$ cat src/rtl/rv_ctrl_pkg.sv
// rtl/rv_ctrl_pkg.sv - opcode, state and mux-select constants for the multicycle RV32I control unit
package rv_ctrl_pkg;

  localparam logic [6:0] OP_LW  = 7'b0000011;
  localparam logic [6:0] OP_SW  = 7'b0100011;
  localparam logic [6:0] OP_R   = 7'b0110011;
  localparam logic [6:0] OP_I   = 7'b0010011;
  localparam logic [6:0] OP_BEQ = 7'b1100011;
  localparam logic [6:0] OP_JAL = 7'b1101111;

  typedef enum logic [3:0] {
    S_FETCH    = 4'd0,
    S_DECODE   = 4'd1,
    S_MEMADR   = 4'd2,
    S_MEMREAD  = 4'd3,
    S_MEMWB    = 4'd4,
    S_MEMWRITE = 4'd5,
    S_EXECUTER = 4'd6,
    S_EXECUTEI = 4'd7,
    S_ALUWB    = 4'd8,
    S_BEQ      = 4'd9,
    S_JAL      = 4'd10,
    S_TRAP     = 4'd11
  } state_t;

  localparam logic [1:0] ALUOP_ADD   = 2'b00;
  localparam logic [1:0] ALUOP_SUB   = 2'b01;
  localparam logic [1:0] ALUOP_FUNCT = 2'b10;

  localparam logic [2:0] ALUCTL_ADD = 3'b000;
  localparam logic [2:0] ALUCTL_SUB = 3'b001;
  localparam logic [2:0] ALUCTL_AND = 3'b111;
  localparam logic [2:0] ALUCTL_OR  = 3'b011;
  localparam logic [2:0] ALUCTL_SLT = 3'b101;

  localparam logic [1:0] RES_ALUOUT    = 2'b00;
  localparam logic [1:0] RES_DATA      = 2'b01;
  localparam logic [1:0] RES_ALURESULT = 2'b10;

  localparam logic [1:0] SRCA_PC    = 2'b00;
  localparam logic [1:0] SRCA_OLDPC = 2'b01;
  localparam logic [1:0] SRCA_RS1   = 2'b10;

  localparam logic [1:0] SRCB_RS2  = 2'b00;
  localparam logic [1:0] SRCB_IMM  = 2'b01;
  localparam logic [1:0] SRCB_FOUR = 2'b10;

  localparam logic [1:0] IMM_I = 2'b00;
  localparam logic [1:0] IMM_S = 2'b01;
  localparam logic [1:0] IMM_B = 2'b10;
  localparam logic [1:0] IMM_J = 2'b11;

endpackage

$ cat src/rtl/alu_decoder.sv
// rtl/alu_decoder.sv - maps ALUOp/funct3/funct7b5 to the 3-bit ALUControl code
module alu_decoder
  import rv_ctrl_pkg::*;
(
  input  logic [1:0] i_alu_op,
  input  logic [2:0] i_funct3,
  input  logic       i_op5,
  input  logic       i_funct7b5,
  output logic [2:0] o_alu_control
);

  always_comb begin
    o_alu_control = ALUCTL_ADD;
    case (i_alu_op)
      ALUOP_SUB: o_alu_control = ALUCTL_SUB;
      ALUOP_FUNCT: begin
        case (i_funct3)
          // Only R-type with funct7b5 set is sub; addi never subtracts.
          3'b000:  o_alu_control = ({i_op5, i_funct7b5} == 2'b11) ? ALUCTL_SUB : ALUCTL_ADD;
          3'b010:  o_alu_control = ALUCTL_SLT;
          3'b110:  o_alu_control = ALUCTL_OR;
          3'b111:  o_alu_control = ALUCTL_AND;
          default: o_alu_control = ALUCTL_ADD;
        endcase
      end
      default: o_alu_control = ALUCTL_ADD;
    endcase
  end

endmodule

$ cat src/rtl/multicycle_control.sv
// rtl/multicycle_control.sv - multicycle RV32I Moore control FSM; ILLEGAL_TRAP_EN adds a sticky illegal-opcode trap
module multicycle_control
  import rv_ctrl_pkg::*;
(
  input  logic       clk,
  input  logic       reset,
  input  logic [6:0] op,
  input  logic [2:0] funct3,
  input  logic       funct7b5,
  input  logic       Zero,
  output logic       PCWrite,
  output logic       AdrSrc,
  output logic       MemWrite,
  output logic       IRWrite,
  output logic [1:0] ResultSrc,
  output logic [1:0] ALUSrcA,
  output logic [1:0] ALUSrcB,
  output logic [1:0] ImmSrc,
  output logic [2:0] ALUControl,
  output logic       RegWrite,
  output logic       Illegal
);

  state_t     r_state;
  state_t     w_next;
  logic       w_known_op;
  logic       w_pc_update, w_branch, w_adr_src, w_mem_write, w_ir_write, w_reg_write;
  logic [1:0] w_result_src, w_src_a, w_src_b, w_alu_op;

  assign w_known_op = (op == OP_LW) || (op == OP_SW) || (op == OP_R) ||
                      (op == OP_I) || (op == OP_BEQ) || (op == OP_JAL);

  always_ff @(posedge clk) begin
    if (reset) r_state <= S_FETCH;
    else       r_state <= w_next;
  end

  always_comb begin
    w_next = S_FETCH;
    case (r_state)
      S_FETCH: w_next = S_DECODE;
      S_DECODE: begin
        if (!w_known_op) begin
`ifdef ILLEGAL_TRAP_EN
          w_next = S_TRAP;
`else
          w_next = S_FETCH;
`endif
        end else begin
          case (op)
            OP_LW, OP_SW: w_next = S_MEMADR;
            OP_R:         w_next = S_EXECUTER;
            OP_I:         w_next = S_EXECUTEI;
            OP_BEQ:       w_next = S_BEQ;
            OP_JAL:       w_next = S_JAL;
            default:      w_next = S_FETCH;
          endcase
        end
      end
      S_MEMADR:   w_next = (op == OP_SW) ? S_MEMWRITE : S_MEMREAD;
      S_MEMREAD:  w_next = S_MEMWB;
      S_EXECUTER: w_next = S_ALUWB;
      S_EXECUTEI: w_next = S_ALUWB;
      S_JAL:      w_next = S_ALUWB;
`ifdef ILLEGAL_TRAP_EN
      S_TRAP:     w_next = S_TRAP;
`endif
      default:    w_next = S_FETCH;
    endcase
  end

  always_comb begin
    w_pc_update  = 1'b0;
    w_branch     = 1'b0;
    w_adr_src    = 1'b0;
    w_mem_write  = 1'b0;
    w_ir_write   = 1'b0;
    w_reg_write  = 1'b0;
    w_result_src = RES_ALUOUT;
    w_src_a      = SRCA_PC;
    w_src_b      = SRCB_RS2;
    w_alu_op     = ALUOP_ADD;
    case (r_state)
      S_FETCH: begin
        w_ir_write   = 1'b1;
        w_pc_update  = 1'b1;
        w_src_b      = SRCB_FOUR;
        w_result_src = RES_ALURESULT;
      end
      S_DECODE: begin
        w_src_a = SRCA_OLDPC;
        w_src_b = SRCB_IMM;
      end
      S_MEMADR: begin
        w_src_a = SRCA_RS1;
        w_src_b = SRCB_IMM;
      end
      S_MEMREAD:  w_adr_src = 1'b1;
      S_MEMWB: begin
        w_result_src = RES_DATA;
        w_reg_write  = 1'b1;
      end
      S_MEMWRITE: begin
        w_adr_src   = 1'b1;
        w_mem_write = 1'b1;
      end
      S_EXECUTER: begin
        w_src_a  = SRCA_RS1;
        w_alu_op = ALUOP_FUNCT;
      end
      S_EXECUTEI: begin
        w_src_a  = SRCA_RS1;
        w_src_b  = SRCB_IMM;
        w_alu_op = ALUOP_FUNCT;
      end
      S_ALUWB:    w_reg_write = 1'b1;
      S_BEQ: begin
        w_src_a  = SRCA_RS1;
        w_alu_op = ALUOP_SUB;
        w_branch = 1'b1;
      end
      S_JAL: begin
        w_src_a     = SRCA_OLDPC;
        w_src_b     = SRCB_FOUR;
        w_pc_update = 1'b1;
      end
      default: ;
    endcase
  end

  always_comb begin
    case (op)
      OP_SW:   ImmSrc = IMM_S;
      OP_BEQ:  ImmSrc = IMM_B;
      OP_JAL:  ImmSrc = IMM_J;
      default: ImmSrc = IMM_I;
    endcase
  end

  // Write enables are gated by reset so an aborted instruction leaves no side effects.
  assign PCWrite   = ~reset & (w_pc_update | (w_branch & Zero));
  assign IRWrite   = ~reset & w_ir_write;
  assign MemWrite  = ~reset & w_mem_write;
  assign RegWrite  = ~reset & w_reg_write;
  assign AdrSrc    = w_adr_src;
  assign ResultSrc = w_result_src;
  assign ALUSrcA   = w_src_a;
  assign ALUSrcB   = w_src_b;

  alu_decoder u_alu_decoder (
    .i_alu_op      (w_alu_op),
    .i_funct3      (funct3),
    .i_op5         (op[5]),
    .i_funct7b5    (funct7b5),
    .o_alu_control (ALUControl)
  );

`ifdef ILLEGAL_TRAP_EN
  logic r_illegal;
  always_ff @(posedge clk) begin
    if (reset)                                   r_illegal <= 1'b0;
    else if (r_state == S_DECODE && !w_known_op) r_illegal <= 1'b1;
  end
  assign Illegal = r_illegal;
`else
  assign Illegal = 1'b0;
`endif

endmodule

$ cat config.mk
export PLATFORM = sky130hd
export DESIGN_NAME = multicycle_control
export DESIGN_NICKNAME = d
export VERILOG_FILES = /design/src/rtl/rv_ctrl_pkg.sv /design/src/rtl/alu_decoder.sv /design/src/rtl/multicycle_control.sv
export SDC_FILE = /design/constraint.sdc
export NUM_CORES = 1
export LEC_CHECK = 0
export CAP_MARGIN = 20
export CORE_MARGIN = 4
export CORE_UTILIZATION = 40
export DETAILED_ROUTE_END_ITERATION = 10
export DONT_BUFFER_PORTS = 1
export PLACE_DENSITY = 0.61
export RECOVER_POWER = 50
export SETUP_SLACK_MARGIN = 0.02
export SLEW_MARGIN = 20
export SYNTH_ARGS = -nofsm -noshare
export SYNTH_HDL_FRONTEND = slang
export SYNTH_SLANG_ARGS = --single-unit
$ cat constraint.sdc
create_clock -name clk -period 2.2 [get_ports clk]
set_clock_uncertainty 0.2 [all_clocks]
set_input_delay 0.55 -clock clk [delete_from_list [all_inputs] [get_ports clk]]
set_output_delay 0.55 -clock clk [all_outputs]
set_load 0.05 [all_outputs]
# Yosys cells after proc, flatten, opt, wreduce, memory -nomap -nowiden

Index checks and enable logic that the tools add are counted.

Register bits after elaboration: 4
Latch bits: 0
Memory bits (writable): 0
ROM bits: 0
Input bits: 14
Output and inout port bits: 17
Logic and storage cells: 64
Memories: 0

$add $sub $neg: 0
Multipliers: 0
Divide/modulo/power cells: 0
Magnitude comparators: 0
Equality and inequality tests: 22
Shift-type cells: 0
Mux-type cells: 18
Bitwise gates (word level): 7
Reductions and logical operators: 16

Operators with widths:

| operator           | count |
|---|---|
| $pmux 4 s5         | 2 |
| $eq 4x3->1 const B | 4 |
| $pmux 2 s2         | 4 |
| $eq 7x6->1 const B | 2 |
| $eq 7x7->1 const B | 2 |
| $eq 4x4->1 const B | 3 |
| $pmux 3 s4         | 1 |
| $reduce_or 2->1    | 6 |
| $eq 4x2->1 const B | 2 |
| $eq 7x2->1 const B | 1 |
| $eq 7x5->1 const B | 1 |
| $mux 1             | 7 |
| $eq 3x3->1 const B | 2 |
| $pmux 2 s3         | 1 |
| $pmux 3 s2         | 1 |
| $reduce_or 3->1    | 2 |
| $and 1x1->1        | 5 |
| $logic_or 1x1->1   | 5 |
| $eq 2x2->1 const B | 2 |
| $eq 4x1->1 const B | 1 |
| $logic_not 4->1    | 1 |
| $mux 4             | 1 |
| $reduce_or 4->1    | 1 |
| $eq 3x2->1 const B | 1 |
| other kinds (5)    | 5 |

# Logic depth before layout (Yosys ltp)

Gate-level depths: netlist of run 1.

Depth after elaboration: 8
Depth in mapped cells: 6

# By module

From an unflattened synthesis of run 1, not the netlist that was laid out.

Cell total of the unflattened synthesis: 76
Area total of the unflattened synthesis: 555.5 um2

By module, submodules not included:

| module             | times used | cells an instance | area each (um2) | seq. area each (um2) |
|---|---|---|---|---|
| multicycle_control | 1          | 63                | 467.9           | 80.1 |
| alu_decoder        | 1          | 13                | 87.6            | 0.0 |

# Least setup slack after synthesis of run 1

Ideal clock, no wire load.

Path kind: register to output
From: reg r_state[2]
To: out PCWrite
Arrival: 2,916 ps
Required time: 1,450 ps
Setup slack: -1,466 ps
Stages on the path, launching flop included: 5
Path buffers: 1
Cell sequence: dfxtp_1 -> clkbuf_1 -> nor4_1 -> a21oi_1 -> nor2_1

Longest elaborated chain between the ends: 5
Elaborated cells on any way between the ends: 9
Classes of those cells: 2 x eq/ne; 2 x mux; 3 x bitwise; 2 x reduce/logical

Ends and longest elaborated chain:

| item                                                       | line                                                | source |
|---|---|---|
| from (decl)                                                | multicycle_control.sv:24                            | `state_t r_state;` |
| from (signal assigned)                                     | multicycle_control.sv:35                            | `else r_state <= w_next;` |
| $eq 4x4->1 or $logic_not 4->1 (tied branches)              | multicycle_control.sv:83                            | `case (r_state)` |
| $reduce_or 2->1 (no source line) or $mux 1 (tied branches) | --                                                  |  |
| $mux 1 or $and 1x1->1 (tied branches)                      | multicycle_control.sv:83, multicycle_control.sv:141 |  |
| $or 1x1->1 *                                               | multicycle_control.sv:141                           | `assign PCWrite = ~reset & (w_pc_update \| (w_branch & Zero));` |
| $and 1x1->1 *                                              | multicycle_control.sv:141                           |  |
| to (decl)                                                  | multicycle_control.sv:11                            | `output logic PCWrite,` |

Mark *: on every way between the ends. The rest lies on a longest branch, timed or not.

# Final worst setup path of run 1

From: reg r_state[1]
To: out ALUControl[1]

Longest elaborated chain between the ends: 5
Elaborated cells on any way between the ends: 8
Classes of those cells: 5 x eq/ne; 2 x mux; 1 x reduce/logical

Ends and longest elaborated chain:

| item                                     | line                     | source |
|---|---|---|
| $eq 4x3->1                               | multicycle_control.sv:83 |  |
| $reduce_or 2->1 (no source line)         | --                       |  |
| $pmux 2 s2 *                             | multicycle_control.sv:83 |  |
| $eq 2x2->1 or $eq 2x1->1 (tied branches) | alu_decoder.sv:14        | `case (i_alu_op)` |
| $pmux 3 s2 *                             | alu_decoder.sv:14        |  |
| to (decl)                                | multicycle_control.sv:19 | `output logic [2:0] ALUControl,` |

Marked as above.

==> run_results.csv, run 1 <==
group,metric,value,unit
synth,yosysWarnings,0,
clocking,clockBufferDepth,2,
timing,period_needed,2435,ps
placed_design,dpl.hpwl,1405,microns
finish,area.growth.synth_to_final,107.8,%
routing,drt_iter0_markers,6,
clocking,clkLatencyLatePin,240,ps
synth,ys_ff_latch,4,
synth,ys.flop_type,"dfxtp_1",
run,maxCapViolations,0,
critical_path,crit_fanout,3,
synth,synth_area,558.0,sq um
timing,finalSetupViolations,7,
critical_path,arrival,1690,ps
die,ios,31,
synth,netlist_instances,86,
power,net-switching-power,0.1226,mW
power,ir_worst_vdd,0.0002037,V
routing,totalWireLength,2441,microns
outcome,violations,"negative setup slack",
grt,antenna_found_initial,0,
power,p_sw_frac,0.3896,
finish,diodes,0,
power,power.internal,0.1922,mW
placed_design,gp_congestion,0.7389,
die,coreArea,1301,sq um
grt,grt.total_usage,0.2112,
finish,nFillCells,67,
grt,grt_max_degree,16,
power,clock_power_share,0.302,
routing,post-route-drc-count,0,
power,seq_power_share,0.244,
grt,grt_pass1_wl,3167,microns
die,die_w,45.35,microns
finish,post-route-util,0.8913,
finish,largest_reg_flops,4,
power,power,0.3148,mW
clocking,clkTransAtPathRegs,40,ps
routing,wl_per_cell,18.35,microns
finish,drive_above_1_share,0.5932,
clocking,h-tree-depth,1,
routing,drt_pass1_iterations,4,
clocking,cts.sinks,4,
finish,multi_input_area,630.6,sq um
clocking,cts_tree,"built",
finish,final_nets,136,
grt,grt_pass1_vias,730,
routing,routed-via-count,770,
die,die-area,2057,sq um
die,rows,13,
timing,holdWs,279.9,ps
power,p_per_area,271.4,nW/um^2
timing,slew_viol_final,0,
routing,ant_nets,0,
power,p_leak,0.4339,nW
placed_design,place_area,929.6,sq um
critical_path,crit_type,"flip-flop to output pin",
placed_design,portBuffers,0,
clocking,cts_buffers,3,
placed_design,post-place-ws,49.87,ps
critical_path,worst-endpoint-required,1450,ps
timing,grt_setup_unrepaired,"true",
synth,syn_avg_cell_area,6.489,sq um
timing,timing.final.ws_setup,-235.0,ps
clocking,cts-root-buf,"clkbuf_4",
routing,vias_per_cell,5.789,
finish,reg_top3,"r_state (4)",
power,combPwrFrac,0.455,
outcome,status,"complete, but fails checks",
die,initial_utilization,0.4288,
finish,regMostFlops,"r_state",
synth,synthesis.nets,102,
timing,fin_crit_sh,1.107,
min_path,hold_path_class,"input pin to flip-flop",
critical_path,endpoint_kind,"output pin",
synth,synth_edf_count,0,
die,die_h,45.35,microns
finish,stdcell_area,1160,sq um
timing,fmax,410.7,MHz
synth,yosysSeqAreaShare,0.1435,
finish,regArea,87.58,sq um
timing,finalHoldViolCount,0,
synth,synthArstFlopShare,0,
critical_path,cp-start-kind,"flip-flop",
synth,synth.distinct_cells,35,
grt,grt_overflow,0,
==> per-stage QoR <==
step	instances	setup TNS, ps
after floorplan	86	-1088
after global placement	118	0
after detailed placement	118	0
after CTS	124	-554.4
after global routing	133	-1233
final	133	-827.9
==> placed cells by master, fill, tap and decap left out, types with 2 or more instances in the layout <==
cell	instances
buf_4	19
buf_12	8
buf_6	7
nand2_1	5
nand3_1	4
nor3_1	4
a21oi_1	4
nor2_1	4
nand2b_1	3
nor2_2	3
clkbuf_4	3
dfxtp_2	3
nor3b_4	2
inv_2	2
nor2b_4	2
nand2_4	2
xor2_1	2
nor2_4	2
or3_1	2
a21oi_2	2
inv_1	2
o22a_1	2
nor3_4	2
ha_4	2
==> final cells by class <==
type	instances	area share
Multi-Input combinational cell	72	0.5437
Timing Repair Buffer	35	0.3323
Sequential cell	4	0.07551
Clock buffer	3	0.01942
Tap cell	15	0.01618
Inverter	4	0.01295
==> worst max-delay path, cell delays in order, from the launching register on <==
cell      delay, ps
dfxtp_2         330
nand2b_4        150
nor3b_4         310
ha_4            270
nor3b_4         220
buf_12          170
==> Yosys cell counts (all sizes together) (2+ instances only) <==
master / instances / area (sq um)
xor2: 2 / 17.52
nor4: 3 / 18.77
nand2b: 4 / 25.02
o22a: 2 / 17.52
nor3: 7 / 35.03
inv: 4 / 15.01
nor2b: 3 / 18.77
buf: 3 / 16.26
clkbuf: 3 / 11.26
o21ai: 2 / 10.01
nand2: 7 / 26.28
nor3b: 2 / 15.01
nand3: 4 / 20.02
a31oi: 2 / 12.51
or3: 2 / 12.51
ha: 2 / 25.02
xnor2: 2 / 17.52
dfxtp: 4 / 80.08
a21oi: 6 / 30.03
nor2: 9 / 33.78
==> what timing repair did <==
item / 4_1_cts / 5_1_grt
buffers inserted: 3 / 11
setup endpoints to repair: 8 / 9
hold buffers: 0 / 0
pin swaps: 6 / 9
gates resized for setup: 17 / 14
==> final timing paths <==
path	from	to	slack (ps)	cells past startpoint
max	r_state[1]	ALUControl[1]	-240	5
min	op[4]	r_state[2]	280	2
max reg2reg	r_state[2]	r_state[0]	290	6
min reg2reg	r_state[0]	r_state[2]	480	3
==> power by group through the flow <==
stage	sequential [mW]	clock (mW)	combinational, mW
after floorplan	0.0801	0	0.0905
after global placement	0.0781	0	0.123
after detailed placement	0.0783	0	0.125
after CTS	0.0760	0.0995	0.131
after global routing	0.0768	0.104	0.150
final	0.0767	0.0949	0.143
==> kinds of logic after synthesis <==
kind of cell	synth area share
compound gates	0.2153
xor+xnor	0.06279
fa+ha+maj	0.04484
buf+inv	0.07621
flops	0.1435
other cells	0.006720
simple gates	0.4507
==> per-layer routing <==
metal / track usage / vias to the layer above / share of wire
li1: - / 370 / -
met1: 0.2476 / 374 / 0.38
met2: 0.3814 / 22 / 0.57
met3: 0.02390 / 4 / 0.030
met4: 0.08772 / 0 / 0.024
met5: 0 / - / 0
No activity file was read; power rests on OpenSTA's default activity.
==> run 2, diff against run 1 <==
Settings changed: CAP_MARGIN 20 to default.
==> results of run 2 <==
Same layout as run 1: the final DEF is identical, and so are final timing and power.
